**config.mk**
```make
export PLATFORM = sky130hd
export DESIGN_NAME = riscv_pu_fetch_unit
export DESIGN_NICKNAME = d
export VERILOG_FILES = /design/src/rtl/riscv_pu_fetch_unit.sv
export SDC_FILE = /design/constraint.sdc
export NUM_CORES = 1
export LEC_CHECK = 0
export BUFFER_PORTS_ARGS = -buffer_cell sky130_fd_sc_hd__buf_2
export CORE_UTILIZATION = 55
export DETAILED_ROUTE_END_ITERATION = 12
export PLACE_DENSITY = 0.82
export SLEW_MARGIN = 20
export SYNTH_ARGS = -nofsm -noshare
export SYNTH_HDL_FRONTEND = slang
export SYNTH_SLANG_ARGS = --single-unit
```
**constraint.sdc**
```tcl
create_clock -name clk -period 4.6 [get_ports clk]
set_input_delay 0.46 -clock clk [delete_from_list [all_inputs] [get_ports clk]]
set_output_delay 0.46 -clock clk [all_outputs]
set_load 0.03 [all_outputs]
```
**src/rtl/riscv_pu_fetch_unit.sv**
```systemverilog
// Instruction fetch stage: owns the PC, issues in-order imem requests, buffers responses with PCs.
// Optional performance counters are enabled by defining RISCV_IF_PERF_EN.
module riscv_pu_fetch_unit #(
  parameter int unsigned      XLEN         = 64,
  parameter int unsigned      ILEN         = 32,
  parameter int unsigned      FETCH_DEPTH  = 4,
  parameter logic [XLEN-1:0]  RESET_VECTOR = '0
) (
  input  logic            clk,
  input  logic            nreset,
  input  logic            enable,
  input  logic            i_stall,
  input  logic            i_flush,
  input  logic [XLEN-1:0] i_flush_pc,
  output logic            o_imem_req_valid,
  output logic [XLEN-1:0] o_imem_req_addr,
  input  logic            i_imem_req_ready,
  input  logic            i_imem_rsp_valid,
  input  logic [ILEN-1:0] i_imem_rsp_data,
  output logic            o_valid,
  output logic [ILEN-1:0] o_instr,
  output logic [XLEN-1:0] o_pc,
  input  logic            i_ready,
  output logic            o_flush
`ifdef RISCV_IF_PERF_EN
  ,
  output logic [31:0]     o_perf_fetched,
  output logic [31:0]     o_perf_flushes,
  output logic [31:0]     o_perf_dropped
`endif
);

  localparam int unsigned AW = $clog2(FETCH_DEPTH);
  localparam int unsigned CW = AW + 1;
  localparam logic [CW:0] DEPTH_C = (CW+1)'(FETCH_DEPTH);

  logic [XLEN-1:0] pc_q, pc_d;
  logic [XLEN-1:0] rsp_pc_q, rsp_pc_d;
  logic [CW-1:0]   outstanding_q, outstanding_d;
  logic [CW-1:0]   drop_cnt_q, drop_cnt_d;
  logic [CW-1:0]   count_q, count_d;
  logic [AW-1:0]   head_q, head_d;
  logic [AW-1:0]   tail_q, tail_d;
  logic            flush_q, flush_d;

  logic [ILEN-1:0] instr_mem_q [FETCH_DEPTH];
  logic [XLEN-1:0] pc_mem_q    [FETCH_DEPTH];

  logic            en_c;
  logic [CW:0]     used_c;
  logic            credit_c;
  logic            req_fire_c;
  logic            rsp_take_c;
  logic            rsp_drop_c;
  logic            push_c;
  logic            pop_c;
  logic [XLEN-1:0] flush_tgt_c;

  // Handshake qualification; a flush suppresses requests and pops in its cycle
  always_comb begin
    en_c        = enable & ~i_stall;
    used_c      = {1'b0, outstanding_q} + {1'b0, count_q};
    credit_c    = (used_c < DEPTH_C);
    req_fire_c  = o_imem_req_valid & i_imem_req_ready;
    rsp_take_c  = enable & i_imem_rsp_valid;
    rsp_drop_c  = rsp_take_c & (i_flush | (drop_cnt_q != '0));
    push_c      = rsp_take_c & ~rsp_drop_c;
    pop_c       = o_valid & i_ready & ~i_flush;
    flush_tgt_c = i_flush_pc & ~XLEN'(3);
  end

  assign o_imem_req_valid = en_c & ~i_flush & credit_c;
  assign o_imem_req_addr  = pc_q;
  assign o_valid          = (count_q != '0) & ~i_stall & enable;
  assign o_instr          = instr_mem_q[head_q];
  assign o_pc             = pc_mem_q[head_q];
  assign o_flush          = flush_q;

  // Next-state: everything freezes while enable is low
  always_comb begin
    pc_d          = pc_q;
    rsp_pc_d      = rsp_pc_q;
    outstanding_d = outstanding_q;
    drop_cnt_d    = drop_cnt_q;
    count_d       = count_q;
    head_d        = head_q;
    tail_d        = tail_q;
    flush_d       = flush_q;
    if (enable) begin
      flush_d       = i_flush;
      outstanding_d = outstanding_q + CW'(req_fire_c) - CW'(rsp_take_c);
      if (i_flush) begin
        // Every request still in flight belongs to the old stream
        pc_d       = flush_tgt_c;
        rsp_pc_d   = flush_tgt_c;
        count_d    = '0;
        head_d     = '0;
        tail_d     = '0;
        drop_cnt_d = outstanding_q - CW'(rsp_take_c);
      end else begin
        if (req_fire_c) pc_d = pc_q + XLEN'(4);
        if (rsp_drop_c) drop_cnt_d = drop_cnt_q - CW'(1);
        if (push_c) begin
          rsp_pc_d = rsp_pc_q + XLEN'(4);
          tail_d   = tail_q + AW'(1);
        end
        if (pop_c) head_d = head_q + AW'(1);
        count_d = count_q + CW'(push_c) - CW'(pop_c);
      end
    end
  end

  always_ff @(posedge clk or negedge nreset) begin
    if (!nreset) begin
      pc_q          <= RESET_VECTOR;
      rsp_pc_q      <= RESET_VECTOR;
      outstanding_q <= '0;
      drop_cnt_q    <= '0;
      count_q       <= '0;
      head_q        <= '0;
      tail_q        <= '0;
      flush_q       <= 1'b0;
    end else begin
      pc_q          <= pc_d;
      rsp_pc_q      <= rsp_pc_d;
      outstanding_q <= outstanding_d;
      drop_cnt_q    <= drop_cnt_d;
      count_q       <= count_d;
      head_q        <= head_d;
      tail_q        <= tail_d;
      flush_q       <= flush_d;
    end
  end

  // Queue storage needs no reset; validity is tracked by count_q
  always_ff @(posedge clk) begin
    if (push_c) begin
      instr_mem_q[tail_q] <= i_imem_rsp_data;
      pc_mem_q[tail_q]    <= rsp_pc_q;
    end
  end

`ifdef RISCV_IF_PERF_EN
  logic [31:0] perf_fetched_q, perf_fetched_d;
  logic [31:0] perf_flushes_q, perf_flushes_d;
  logic [31:0] perf_dropped_q, perf_dropped_d;

  always_comb begin
    perf_fetched_d = perf_fetched_q + 32'(pop_c);
    perf_flushes_d = perf_flushes_q + 32'(enable & i_flush);
    perf_dropped_d = perf_dropped_q + 32'(rsp_drop_c);
  end

  always_ff @(posedge clk or negedge nreset) begin
    if (!nreset) begin
      perf_fetched_q <= '0;
      perf_flushes_q <= '0;
      perf_dropped_q <= '0;
    end else begin
      perf_fetched_q <= perf_fetched_d;
      perf_flushes_q <= perf_flushes_d;
      perf_dropped_q <= perf_dropped_d;
    end
  end

  assign o_perf_fetched = perf_fetched_q;
  assign o_perf_flushes = perf_flushes_q;
  assign o_perf_dropped = perf_dropped_q;
`endif

  // Credit invariants: buffered plus in-flight never exceeds the queue, drops are a subset of in-flight
  a_credit: assert property (@(posedge clk) disable iff (!nreset) used_c <= DEPTH_C);
  a_drops:  assert property (@(posedge clk) disable iff (!nreset) drop_cnt_q <= outstanding_q);

endmodule

```
## Yosys cells after proc, flatten, opt, wreduce, memory -nomap -nowiden

Memories as Yosys holds them, arrays and structs flattened.
Index checks and enable logic that the tools add are counted.

| operators by class | value |
|---|---|
| reductions and logical operators | 10 |
| bitwise logic cells | 15 |
| $add $sub $neg | 11 |
| order comparisons | 1 |
| mux-type cells | 13 |

Operator list:

| cell | number |
|---|---|
| 64-bit 2-to-1 mux | 4 |
| 64-bit by 3-bit adder with 64-bit output, second input constant | 2 |
| 1-bit AND | 11 |
| 3-bit 2-to-1 mux | 3 |
| 3-bit by 1-bit subtractor with 3-bit output | 3 |
| 2-bit 2-to-1 mux | 4 |
| 2-bit AND reduction | 4 |
| 2-bit nonzero test | 4 |
| 3-bit by 1-bit adder with 3-bit output | 2 |
| 3-bit nonzero test | 2 |
| 2-bit by 1-bit adder with 2-bit output, second input constant | 2 |
| 3-bit by 3-bit adder with 4-bit output | 1 |
| 4-bit by 3-bit < comparator with 1-bit output, second input constant | 1 |
| 1-bit NOT | 3 |
| 3-bit by 1-bit subtractor with 3-bit output, second input constant | 1 |
| 1-bit 2-to-1 mux | 2 |
| 1-bit OR | 1 |

| word-level totals | value |
|---|---|
| memories | 2 |
| logic and storage cells | 60 |
| output and inout bits | 163 |
| input bits | 104 |
| memory bits (writable) | 384 |
| register bits | 142 |

Memories:

| name | words | bits a word | read ports | clocked after memory_dff | wr ports | RTL line | text |
|---|---|---|---|---|---|---|---|
| pc_mem_q | 4 | 64 | 1 | 0 | 1 | 47 | `logic [XLEN-1:0] pc_mem_q [FETCH_DEPTH];` |
| instr_mem_q | 4 | 32 | 1 | 0 | 1 | 46 | `logic [ILEN-1:0] instr_mem_q [FETCH_DEPTH];` |

## Longest topological paths before layout

Gate-level depths: netlist of run 1.

| logic depth | value |
|---|---|
| depth in word-level cells | 8 |
| gate-level depth with buffers | 14 |

## Least setup slack after synthesis of run 1

No wires, ideal clock.

| timing | value |
|---|---|
| path kind | input to register |
| from | in i_flush |
| to | mem instr_mem_q[0][0], enable pin |
| slack | 0.597 ns |
| setup time | 0.464 ns |
| data arrival time | 3.539 ns |
| stages on the path | 5 |
| cells stage by stage | clkbuf_1 > clkinv_1 > clkbuf_1 > clkbuf_1 > and3_1 |

| on the way | value |
|---|---|
| cells in the longest elaborated chain, start to end | 6 |

Ends and longest elaborated chain:

| element | RTL line | text |
|---|---|---|
| from (decl) | 13 | `input logic i_flush,` |
| 1-bit OR | 66 | `rsp_drop_c = rsp_take_c & (i_flush \| (drop_cnt_q != '0));` |
| 1-bit AND | 66 |  |
| 1-bit NOT | 67 | `push_c = rsp_take_c & ~rsp_drop_c;` |
| 1-bit AND | 67 |  |
| 1-bit 2-to-1 mux | 137 | `if (push_c) begin` |
| 1-bit 2-to-1 mux (implied by the code) | 138 | `instr_mem_q[tail_q] <= i_imem_rsp_data;` |
| to (decl) | 46 |  |

Every way passes these cells.

## Final worst setup path of run 1

| timing | value |
|---|---|
| from | reg outstanding_q[2] |
| to | reg outstanding_q[2] |

| on the way | value |
|---|---|
| cells in the longest elaborated chain, start to end | 6 |

Ends and longest elaborated chain:

| element | RTL line | text |
|---|---|---|
| from (decl) | 39 | `logic [CW-1:0] outstanding_q, outstanding_d;` |
| from (signal assigned) | 126 | `outstanding_q <= outstanding_d;` |
| 3-bit by 3-bit adder with 4-bit output | 62 | `used_c = {1'b0, outstanding_q} + {1'b0, count_q};` |
| 4-bit by 3-bit < comparator with 1-bit output | 63 | `credit_c = (used_c < DEPTH_C);` |
| 1-bit AND | 72 | `assign o_imem_req_valid = en_c & ~i_flush & credit_c;` |
| 1-bit AND | 64 | `req_fire_c = o_imem_req_valid & i_imem_req_ready;` |
| 3-bit by 1-bit adder with 3-bit output * | 91 | `outstanding_d = outstanding_q + CW'(req_fire_c) - CW'(rsp_take_c);` |
| 3-bit by 1-bit subtractor with 3-bit output * | 91 |  |

Every way passes the cells marked *; elsewhere a longest branch is shown, timed or not.
A chain may end at the register's enable or synchronous reset.

==> results of run 1 <==
## report_power, final
| group | switching, mW | internal [mW] |
|---|---|---|
| combinational | 1.55 | 0.941 |
| clock | 1.78 | 2.52 |
| sequential | 0.684 | 5.39 |
| total | 4.02 | 8.85 |
## worst max path at each step
stage	startpoint	endpoint	slack [ps]	cells after the start
detailed placement	i_flush	outstanding_q[2]$_DFFE_PN0P_	1070	12
global placement	i_flush	outstanding_q[2]$_DFFE_PN0P_	1100	12
CTS	outstanding_q[2]$_DFFE_PN0P_	outstanding_q[2]$_DFFE_PN0P_	1190	12
global route	outstanding_q[2]$_DFFE_PN0P_	outstanding_q[2]$_DFFE_PN0P_	990	12
finish	outstanding_q[2]$_DFFE_PN0P_	outstanding_q[2]$_DFFE_PN0P_	1170	12
floorplan	i_flush	instr_mem_q[0][0]$_DFFE_PP_	600	5
## per-stage QoR
step / std cells / instance area, um^2 / power, mW / worst slack (ps) / utilization
after CTS: 2532 / 26900 / 12.9 / 1190 / 0.643
after detailed placement: 2432 / 25100 / 8.62 / 1070 / 0.601
final: 2532 / 26900 / 12.9 / 1170 / 0.643
after global routing: 2532 / 26900 / 13.3 / 993 / 0.643
after global placement: 2432 / 25100 / 8.53 / 1100 / 0.601
after floorplan: 1718 / 23300 / 7.77 / 597 / -
## cell usage after synthesis (all sizes together), types with 55 or more instances
cell and number:
a21oi 77, clkbuf 80, dfrtp 138, edfxtp 376, mux4 94, nand2 113, nand3 82, nand4 65
nor2 106, nor3 55, nor4 60, o22ai 60
## worst max-delay path: cells and delay by family, from the launching register on
family | cells | cell delay [ps]
fa+ha+maj | 4 | 1200
xor+xnor | 2 | 280
simple gates | 3 | 1010
buf+inv | 3 | 420
flops | 1 | 420
## final cells by class
class / count / area (um^2) / area share
Timing Repair Buffer: 288 / 1590 / 0.0589
Multi-Input combinational cell: 1060 / 8030 / 0.298
Clock buffer: 68 / 1460 / 0.0541
Tap cell: 539 / 674 / 0.0251
Inverter: 32 / 120 / 0.00446
Sequential cell: 514 / 14800 / 0.548
Clock inverter: 31 / 295 / 0.0110
## state kept, by name, summed over array words and instances (netlist names)
name             cells
o_imem_req_addr     62
drop_cnt_q           3
head_q               2
tail_q               2
o_flush              1
rsp_pc_q            62
count_q              3
pc_mem_q           248
outstanding_q        3
instr_mem_q        128
## cell usage in the layout (no fill, tap or decap), types with 6 or more instances in the layout
cell type	instances
or2_2	6
inv_1	31
mux2i_1	31
or4_1	12
nor3b_1	7
a211oi_1	12
clkbuf_16	55
nor3_1	54
nor2_1	106
a22oi_1	10
a311oi_1	7
a21oi_1	77
and4_1	20
a21o_1	6
nand3_1	81
nand2_1	110
o22ai_1	60
nand4_1	62
ha_1	16
a31oi_1	10
o2bb2ai_1	11
dfrtp_1	136
nor4_1	58
clkinv_1	10
or3_1	9
nor2b_1	7
buf_2	258
clkbuf_1	10
o31ai_1	6
mux2_2	7
mux4_2	94
o21ai_0	43
buf_4	23
clkinv_2	7
edfxtp_1	376
and3_1	32
## per-layer routing
layer / global-route usage / share of wire
met1: 0.407 / 0.40
met2: 0.435 / 0.46
met3: 0.0596 / 0.11
met4: 0.101 / 0.034
met5: 0 / 0
## cells by family after synthesis
group,Yosys count,share of synthesized area
simple gates,599,0.137
flops,514,0.632
compound gates,302,0.0852
buf+inv,144,0.0264
mux,132,0.107
fa+ha+maj,18,0.0103
xor+xnor,5,0.00188
other cells,1,0.000161
==> impl_metrics.env, run 1 <==
export IMPL_p_leak_nw=9.41
export IMPL_worst_ep_arrival_time_ps=3930
export IMPL_routed_via_density=6.66
export IMPL_synthCells=1715
export IMPL_die_y_um=208
export IMPL_status="finished, final reports clean"
export IMPL_critPathLaunchType="register"
export IMPL_p_per_area_mw_per_mm2=478
export IMPL_r2r_setup_slack_ps=1170
export IMPL_cap_violations=0
export IMPL_synthesis_area_mm2=0.0233
export IMPL_avgSynthCellArea_um2=13.6
export IMPL_ctsHtreeMaxLevel=2
export IMPL_yosys_area_top_type="edfxtp_1"
export IMPL_wl_um=61900
export IMPL_worst_pin_slew_ps=1140
export IMPL_nNetsFinal=2071
export IMPL_holdCritStartpoint="i_imem_rsp_data[2]"
export IMPL_clock_fmax_mhz=291
export IMPL_cp_max_fo=10
export IMPL_grt_pass1_vias=16203
export IMPL_r2r_cells=12
export IMPL_holdPathStages=1
export IMPL_r2r_end="outstanding_q[2]$_DFFE_PN0P_"
export IMPL_regToRegStartpoint="outstanding_q[2]$_DFFE_PN0P_"
export IMPL_yosys_warnings=0
export IMPL_cts_resized=0
export IMPL_ys_ff_latch=514
export IMPL_cts_setup_buffers=0
export IMPL_core_area_mm2=0.0419
export IMPL_end_kind="register"
export IMPL_antenna_found_initial=0
export IMPL_max_stage_delay_ps=620
export IMPL_fin_crit_sh=0.747
export IMPL_track_usage=0.285
export IMPL_min_to="instr_mem_q[2][2]$_DFFE_PP_"
export IMPL_dp_hpwl_um=40800
export IMPL_cts_buffers=53
export IMPL_area_growth_pct=15.3
export IMPL_ys_flop_type="edfxtp_1"
export IMPL_hold_ws_ps=81.3
export IMPL_die_area_mm2=0.0433
export IMPL_required_ps=5090
export IMPL_critical_path_class="reg -> reg"
export IMPL_synth_cell_types=82
export IMPL_cts_sinks=514
export IMPL_vias=16860
export IMPL_wl_per_cell_um=24.4
export IMPL_place_gp_congestion=0.934
export IMPL_cts_tree="yes"
export IMPL_hold_buffers=1
export IMPL_num_rows=75
export IMPL_final_max_slew_viol_count=0
export IMPL_nFillCells=3027
export IMPL_synth_edf_count=376
export IMPL_drtAntennaViolNets=0
export IMPL_synth_seq_area_share=0.632
export IMPL_drive_above_1_share=0.252
export IMPL_clock_path_buffers=3
export IMPL_async_flop_share=0.268
export IMPL_port_buffers=260
export IMPL_route_detailed_drc=0
export IMPL_grt_max_degree=106
export IMPL_initial_core_util=0.558
export IMPL_synth_area_leaders="edfxtp_1, dfrtp_1, mux4_2"
export IMPL_hold_viol=0
export IMPL_die_width_um=208
export IMPL_tns_ps=0
export IMPL_setup_violations=0
export IMPL_hold_path_class="in -> reg"
export IMPL_antenna_cells=0
export IMPL_fin_worst_skew_ps=32.8
export IMPL_ios=267
export IMPL_crit_chain="ha_1 > nor4_1 > and4_1 > buf_4 > inv_1 > ha_1 > inv_1 > ha_1 > fa_1 > xnor2_1 > nand2_1 > xnor2_1"
export IMPL_grt_ovfl_total=0
export IMPL_critPathSlowestCell="nor4_1"
export IMPL_first_pass_iters=7
export IMPL_finalCriticalPeriod_ps=3430
export IMPL_vdd_drop_max_mv=0.298
export IMPL_drt_iter0_drc=1941
export IMPL_cpMostUsedCell="ha_1"
export IMPL_root_buffer="clkbuf_16"
export IMPL_rsz0062_at_grt="false"
export IMPL_slew_headroom=0.230
export IMPL_clk_pin_slew_worst_paths_ps=60
export IMPL_synth_top_area_share=0.484
export IMPL_insertion_delay_ps=600
export IMPL_grt_pass1_wl_um=94800
No activity file was read; power rests on OpenSTA's default activity.
==> inputs of run 2 (changes only) <==
ABC_AREA = 1   (was unset)
clock period = 3.44 ns   (was 4.6 ns; I/O delays follow)
==> run 2 against run 1 <==
Net effect:
- power grew 40%
- register-to-register slack lost 360 ps
- cell area grew 6.3%
- clock skew shrank 21 ps
- worst setup slack lost 720 ps
- final cell count grew 38%
- sequential power grew 40%
- first-iteration DRC count grew 6.7%
- critical path depth shrank 7
- worst hold slack lost 45 ps
- synthesized area grew 4.4%
- largest cell class unchanged
- highest routed layer unchanged
==> impl_metrics.env, run 2 <==
export IMPL_status="finished, final reports clean"
export IMPL_required_ps=3100
export IMPL_cts_sinks=514
export IMPL_initial_core_util=0.562
export IMPL_antenna_cells=0
export IMPL_synth_xor_xnor_area_share=0.00827
export IMPL_root_buffer="clkbuf_16"
export IMPL_max_stage_delay_ps=590
export IMPL_ys_flop_type="edfxtp_1"
export IMPL_fin_worst_skew_ps=11.8
export IMPL_cts_resized=0
export IMPL_ios=267
export IMPL_die_width_um=212
export IMPL_reg_top3="pc_mem_q: 248 flops, instr_mem_q: 128 flops"
export IMPL_synth_edf_count=376
export IMPL_critPathSlowestCell="dfrtp_4"
export IMPL_drtAntennaViolNets=0
export IMPL_ctsHtreeMaxLevel=2
export IMPL_drt_iter0_drc=2072
export IMPL_num_rows=76
export IMPL_synth_cell_types=43
export IMPL_synth_top_area_share=0.463
export IMPL_p_leak_nw=11.3
export IMPL_fin_ws_ps=450
export IMPL_worst_pin_slew_ps=976
export IMPL_avgSynthCellArea_um2=9.43
export IMPL_routed_via_density=5.84
export IMPL_tns_ps=0
export IMPL_cts_tree="yes"
export IMPL_synthSimpleGateAreaFrac=0.202
export IMPL_synth_mux_area_frac=0
export IMPL_largest_register_ffs=248
export IMPL_async_flop_share=0.268
export IMPL_yosys_top_cells_count="nor2_1, nand2_1, edfxtp_1"
export IMPL_vias=20338
export IMPL_worst_ep_arrival_time_ps=2650
export IMPL_r2r_end="count_q[2]$_DFFE_PN0P_"
export IMPL_grt_ovfl_total=0
export IMPL_regToRegStartpoint="drop_cnt_q[0]$_DFFE_PN0P_"
export IMPL_grt_pass1_wl_um=106000
export IMPL_clk_pin_slew_worst_paths_ps=60
export IMPL_synthAdderAreaFrac=0.00986
export IMPL_critPathLaunchType="register"
export IMPL_hold_ws_ps=36.0
export IMPL_route_detailed_drc=0
export IMPL_grt_pass1_vias=19459
export IMPL_track_usage=0.310
export IMPL_fin_crit_sh=0.869
export IMPL_die_y_um=212
export IMPL_crit_path_start="head_q[0]$_DFFE_PN0P_"
export IMPL_cp_num_buf_inv=3
export IMPL_final_max_slew_viol_count=0
export IMPL_insertion_delay_ps=610
export IMPL_regMostFlops="pc_mem_q"
export IMPL_clock_fmax_mhz=334
export IMPL_yosys_warnings=0
export IMPL_setup_violations=0
export IMPL_first_pass_iters=6
export IMPL_port_buffers=260
export IMPL_endpoint="o_pc[33]"
export IMPL_cp_top_family="buffers and inverters"
export IMPL_core_area_mm2=0.0434
export IMPL_pre_cts_slack_ps=853
export IMPL_critical_path_class="reg -> out"
export IMPL_r2r_setup_slack_ps=810
export IMPL_holdPathStages=2
export IMPL_cts_setup_buffers=0
export IMPL_fin_area_mm2=0.0286
export IMPL_synth_compound_area_frac=0.126
export IMPL_synth_most_common_cell="nor2_1"
export IMPL_mostFrequentLayoutCells="nor2_1, nand2_1, edfxtp_1"
export IMPL_finalCriticalPeriod_ps=2990
export IMPL_area_growth_pct=17.4
export IMPL_grt_max_degree=117
export IMPL_place_gp_congestion=0.965
export IMPL_crit_cells=5
export IMPL_cap_violations=0
export IMPL_synth_seq_area_share=0.605
export IMPL_synth_top_family_by_area="simple AND/OR/NAND/NOR gates"
export IMPL_vdd_drop_max_mv=0.439
export IMPL_wl_per_cell_um=20.2
export IMPL_ys_ff_latch=514
export IMPL_synth_area_leaders="edfxtp_1, dfrtp_1, nor2_1"
export IMPL_dp_hpwl_um=47600
export IMPL_yosys_area_top_type="edfxtp_1"
export IMPL_drive_above_1_share=0.157
export IMPL_synthesis_area_mm2=0.0244
export IMPL_layout_commonest_cell="nor2_1"
export IMPL_dpl_cell_area_mm2=0.0264
export IMPL_slew_headroom=0.349
export IMPL_hold_path_class="in -> reg"
export IMPL_cp_max_fo=76
export IMPL_clock_path_buffers=3
export IMPL_die_area_mm2=0.0451
export IMPL_hold_viol=0
export IMPL_cts_buffers=51
export IMPL_p_per_area_mw_per_mm2=628
export IMPL_antenna_found_initial=0
export IMPL_synthCells=2584
export IMPL_crit_chain="inv_4 > buf_12 > o21ai_0 > o22ai_1 > buf_2"
export IMPL_wl_um=70300
export IMPL_nNetsFinal=2976
export IMPL_end_kind="output port"
export IMPL_r2r_cells=14
export IMPL_rsz0062_at_grt="false"
[run 2: report_power, final]
group | total [mW] | internal, mW | leakage [nW] | switching (mW)
clock network | 6.24 | 3.79 | 0.923 | 2.46
registers | 8.49 | 7.42 | 4.96 | 1.07
logic | 3.23 | 1.05 | 5.38 | 2.18
[run 2: cell type report]
| type | instances | area (um^2) |
|---|---|---|
| clock buffers | 64 | 1390 |
| clock inverters | 32 | 513 |
| fillers | 3357 | 14700 |
| inverters | 165 | 624 |
| multi-input cells | 1796 | 8470 |
| flip-flops and latches | 514 | 14700 |
| well taps | 585 | 732 |
| repair buffers | 326 | 2140 |
[run 2: cells by family after synthesis]
family / count (synthesis)
flip-flops: 514
adder cells (fa/ha/maj): 18
buffers and inverters: 277
XOR/XNOR: 23
AND/OR/NAND/NOR: 1214
other: 1
AO/OA/AOI/OAI: 537
[run 2: worst min-delay path by stage]
stage / slack (ps) / endpoint / from
5_1_grt: 60 / outstanding_q[1]$_DFFE_PN0P_ / enable
4_1_cts: 9 / outstanding_q[0]$_DFFE_PN0P_ / enable
3_3_place_gp: 450 / o_flush$_DFFE_PN0P_ / o_flush$_DFFE_PN0P_
6_report: 40 / outstanding_q[0]$_DFFE_PN0P_ / enable
3_5_place_dp: 460 / o_flush$_DFFE_PN0P_ / o_flush$_DFFE_PN0P_
2_1_floorplan: 50 / count_q[0]$_DFFE_PN0P_ / nreset
[run 2: routing by layer]
metal,GRT usage,share of wire,vias to the layer above
met3,0.0498,0.086,175
met2,0.503,0.46,1001
met1,0.409,0.41,9788
met5,0,0,-
li1,-,-,9374
met4,0.148,0.046,0
[run 2: repair_timing]
item	in CTS	in global routing
hold buffers	33	0
setup endpoints to repair	0	0
endpoints found under the hold margin	206	0
[run 2: per-stage QoR]
step                      cells  power (mW)   util
after floorplan            2587        10.4      -
after global placement     3353        11.6  0.608
after detailed placement   3353        11.7  0.608
after CTS                  3482        17.9  0.660
after global routing       3482        18.6  0.660
final                      3482        18.0  0.660
[run 2: worst reg2reg max path, cell delays in order, from the launching register on]
cell     delay [ps]
dfrtp_1         360
inv_1           100
ha_1            160
inv_1            30
nor2_1          120
nand2_1         130
nor2_1          180
inv_1           220
ha_1            330
inv_1            50
ha_1            130
inv_1            50
fa_1            380
xor2_1          170
o21ai_0         140
